## src/rtl/response_collector.sv

```systemverilog
// response_collector: latches the adder response {cout,sum} on an accepted
// capture, streams it LSB-first on pin_s, and XOR-folds each captured word
// into a readable signature register.
module response_collector #(
  parameter int N = 16
) (
  input  logic         clk,
  input  logic         rst,
  input  logic [N-1:0] sum,
  input  logic         cout,
  input  logic         capture,
  input  logic         sig_clr,
  output logic         pin_s,
  output logic         pin_valid,
  output logic         pin_last,
  output logic         busy,
  output logic [N:0]   sig
);

  localparam int CW = $clog2(N + 1);
  localparam logic [CW-1:0] CNT_LAST = CW'(N);

  typedef enum logic [0:0] {
    IDLE  = 1'b0,
    SHIFT = 1'b1
  } state_t;

  state_t        state, state_n;
  logic [CW-1:0] cnt, cnt_n;
  logic [N:0]    shreg, shreg_n;
  logic [N:0]    sig_n;
  logic [N:0]    word;
  logic          accept;
  logic          pin_s_n, pin_valid_n, pin_last_n, busy_n;

  assign word = {cout, sum};

  // Capture acceptance, next state, counter, shift register and signature.
  always_comb begin
    state_n = state;
    cnt_n   = cnt;
    shreg_n = shreg;
    sig_n   = sig;
    accept  = 1'b0;

    // A new word may start while idle or while the previous word's last
    // bit is on the pin; anything else is dropped.
    if (capture && (state == IDLE || cnt == CNT_LAST)) begin
      accept = 1'b1;
    end

    if (accept) begin
      state_n = SHIFT;
      cnt_n   = '0;
      shreg_n = word;
    end else if (state == SHIFT) begin
      if (cnt == CNT_LAST) begin
        state_n = IDLE;
        cnt_n   = '0;
      end else begin
        cnt_n = cnt + CW'(1);
      end
    end

    if (sig_clr && accept) begin
      sig_n = word;
    end else if (sig_clr) begin
      sig_n = '0;
    end else if (accept) begin
      sig_n = sig ^ word;
    end
  end

  // Pin outputs are computed from the upcoming state so they can be held in
  // flops and still line up with the cycle in which that state is current.
  always_comb begin
    pin_s_n     = 1'b0;
    pin_valid_n = 1'b0;
    pin_last_n  = 1'b0;
    busy_n      = 1'b0;
    if (state_n == SHIFT) begin
      pin_s_n     = shreg_n[cnt_n];
      pin_valid_n = 1'b1;
      busy_n      = 1'b1;
      pin_last_n  = (cnt_n == CNT_LAST);
    end
  end

  // State, datapath and registered outputs; reset dominates everything.
  always_ff @(posedge clk) begin
    if (rst) begin
      state     <= IDLE;
      cnt       <= '0;
      shreg     <= '0;
      sig       <= '0;
      pin_s     <= 1'b0;
      pin_valid <= 1'b0;
      pin_last  <= 1'b0;
      busy      <= 1'b0;
    end else begin
      state     <= state_n;
      cnt       <= cnt_n;
      shreg     <= shreg_n;
      sig       <= sig_n;
      pin_s     <= pin_s_n;
      pin_valid <= pin_valid_n;
      pin_last  <= pin_last_n;
      busy      <= busy_n;
    end
  end

endmodule

```

## config.mk

```make
export PLATFORM = sky130hd
export DESIGN_NAME = response_collector
export DESIGN_NICKNAME = d
export VERILOG_FILES = /design/src/rtl/response_collector.sv
export SDC_FILE = /design/constraint.sdc
export NUM_CORES = 1
export LEC_CHECK = 0
export CORE_AREA = 10 10 73 90
export DETAILED_ROUTE_END_ITERATION = 16
export DIE_AREA = 0 0 83 100
export HOLD_SLACK_MARGIN = 0.15
export PLACE_DENSITY = 0.69
export SLEW_MARGIN = 20
export SYNTH_ARGS = -nofsm -noshare
export SYNTH_HDL_FRONTEND = slang
export SYNTH_SLANG_ARGS = --single-unit
```

## constraint.sdc

```tcl
create_clock -name clk -period 4.5 [get_ports clk]
set_input_delay 0.9 -clock clk [delete_from_list [all_inputs] [get_ports clk]]
set_output_delay 0.9 -clock clk [all_outputs]
set_load 0.02 [all_outputs]
```

==> impl_metrics.toml <==
[outcome]
run_status = "finished, final reports clean"

[worst_setup_path]
endpoint_kind = "register"
timing.critical_path.required_ns = 4.67
critPathMaxFanout = 18
timing.critical_path.slowest_cell_delay_ns = 0.53
criticalPathCategory = "reg2reg"
critical_path.cell_chain = "clkinv_1, ha_1, and4bb_1, o21ai_4, mux2i_1, a21oi_1, o32ai_1, o211ai_2"
worstPathArrival_ns = 3.28
worstSetupStartpointType = "register"
slowest_stage = "sky130_fd_sc_hd__dfxtp_1"

[timing]
finalMaxSlewViolations = 0
relative_slew_slack = 0.388
hold_violations = 0
final_critical_path_setup_slack_ns = 1.39
final.min_clock_period_ns = 3.11
grt_setup_unrepaired = "false"
final.period_utilization = 0.691
worst_pin_slew_ns = 0.918
fmax_mhz = 322
setup_viol = 0
clock_tree_skew_after_final_layout_ns = 0.00642
setup_tns_ns = 0

[detailed_routing]
final_antenna_net_count = 0
drtIter0Drc = 191
drt-vias-per-instance = 5.27
drt-wirelength-per-cell_um = 14.4
post-route-drc-count = 0
vias = 1804
detailed_route_wire_length_um = 4940
first_pass_iters = 4

[synthesis]
synthXorXnorAreaFrac = 0.0745
post_synth_main_area_contributors = "sky130_fd_sc_hd__dfxtp_1 (40%), sky130_fd_sc_hd__xnor2_1 (7.0%), sky130_fd_sc_hd__nand2_1 (6.2%)"
syn-cell-area_mm2 = 0.00212
synth_compound_area_frac = 0.172
syn_area_per_cell_um2 = 8.71
post_synth_num_cell_types = 58
ys_async_sr_fraction = 0
flip_flop_and_latch_count_after_synthesis = 42
synth_mux_area_frac = 0.0308
yosys.area.top_type = "sky130_fd_sc_hd__dfxtp_1"
synth_fp_nets = 266
top_cells_by_count_synth = "sky130_fd_sc_hd__dfxtp_1 (42), sky130_fd_sc_hd__nand2_1 (35), sky130_fd_sc_hd__nor2_1 (29)"
dominant_register_cell_in_the_synthesized_netlist = "sky130_fd_sc_hd__dfxtp_1"
synthesized_area_fraction_occupied_by_adder_cells = 0.0118
synth-simple-area-share = 0.262
synth_sequential_area_ratio = 0.397
syn-instance-count = 243
synth_top_family_by_area = "simple AND/OR/NAND/NOR gates"
synth_edf_count = 0
synthDominantCellAreaShare = 0.397
synth.yosys.warnings = 0
yosys.cell_count.top_type = "sky130_fd_sc_hd__dfxtp_1"

[floorplanning]
die_area_mm2 = 0.00830
top_level_ports = 42
die_w_um = 83
initial_utilization = 0.429
core_area_mm2 = 0.00493
floorplan.die.height_um = 100
core.rowCount = 29

[clocking]
cts_resized = 0
post-cts-setup-buffer-count = 0
cts.root.buffer_cell = "sky130_fd_sc_hd__clkbuf_8"
clock_sinks = 42
number_of_hold_buffers_added_after_cts = 0
tritoncts = "done"
cts_made_buffers = 5
worst_setup_hold_path_clk_slew_ns = 0.08
cts-htree-levels = 2
clk_latency_ns = 0.29
cts-root-to-sink-buffers = 2

[power_and_ir_drop]
power.static_leakage_nw = 0.941
pwr_density_cell_mw_per_mm2 = 308
vdd_ir_drop_max_mv = 0.200

[place]
placed_area_mm2 = 0.00252
io_buffers = 41
dp_worst_setup_slack_ns = 1.19
gp_routability_congestion = 0.997
dp_hpwl_um = 3680

[layout]
insertedDiodeCount = 0
layout.nets = 302
postLayoutCellArea_mm2 = 0.00261
synthToLayoutAreaGrowth_pct = 23.5
final_layout_size_suffix_gt1_frac = 0.0857

[run]
maxCapViolCount = 0

[min_path]
hold_path_class = "reg2reg"

[global_routing]
grt_pass1_vias = 1795
grt_antenna_before_repair = 0
grt_max_degree = 32
grt-ovfl-total = 0
wire_length_of_the_first_global_routing_pass_um = 8520
grtUsageTotal = 0.120
-- final timing paths --
path	from	to	depth (start not counted)	slack [ns]
setup reg to reg	cnt[0]	pin_s	8	1.39
hold reg to reg	shreg[2]	shreg[2]	2	0.46
setup / recovery	cnt[0]	pin_s	8	1.39
hold / removal	shreg[2]	shreg[2]	2	0.46
-- routing by layer --
metal / track usage / share of wire / vias to the layer above
li1: - / - / 906
met1: 0.137 / 0.43 / 836
met2: 0.191 / 0.47 / 46
met3: 0.0421 / 0.058 / 16
met4: 0.0696 / 0.035 / 0
met5: 0 / 0 / -
-- state kept, by name, indices dropped and copies added, names as in the netlist --
name      cells
busy          1
cnt           5
pin_last      1
pin_s         1
shreg        17
sig          17
-- kinds of logic after synthesis --
kind of cell,after synthesis
simple gates,107
compound gates,50
flops,42
xor+xnor,18
buf+inv,18
mux,6
fa+ha+maj,2
-- power by group --
part	internal [mW]	leakage [nW]	switching, mW
clock network	0.124	0.0482	0.125
registers	0.391	0.344	0.0158
logic	0.0713	0.549	0.0766
total	0.586	0.941	0.218
-- cell type report --
type	instances	area, µm²
sequential	42	841
tap	62	77.6
clock inverter	1	5.00
multi-input combinational	183	1170
timing repair buffer	42	418
inverter	5	18.8
clock buffer	7	86.3
fill	502	2320
-- cell usage in the layout (no fill, tap or decap), drive strengths merged, types with 2 or more instances in the layout --
master and n:
or3b 2, o31a 2, nor4 3, clkbuf 7
xnor2 17, and4 2, ha 2, inv 4
o211ai 3, clkdlybuf4s50 41, a31oi 3, or4 2
a21oi 21, nand4 2, clkinv 2, mux2i 5
nand2b 19, o2111ai 2, o21ai 7, nand2 36
nor2 31, dfxtp 42
-- per-stage QoR --
stage,hold slack (ns),total power [mW],cells,util
after CTS,0.462,0.812,342,0.529
after global placement,0.446,0.564,334,0.511
after detailed placement,0.451,0.564,334,0.511
after global routing,0.486,0.843,342,0.529
after floorplan,0.433,0.509,243,-
final,0.459,0.804,342,0.529
-- critical path, delay by kind of cell, from the launching register on --
family / cells / cell delay (ns)
AOI/OAI and AO/OA: 4 / 1.11
and+or+nand+nor: 1 / 0.40
DFF: 1 / 0.53
buffers and inverters: 1 / 0.30
muxes: 1 / 0.29
adders and majority gates: 1 / 0.34
Note: power is estimated with default switching activity, not from simulation.
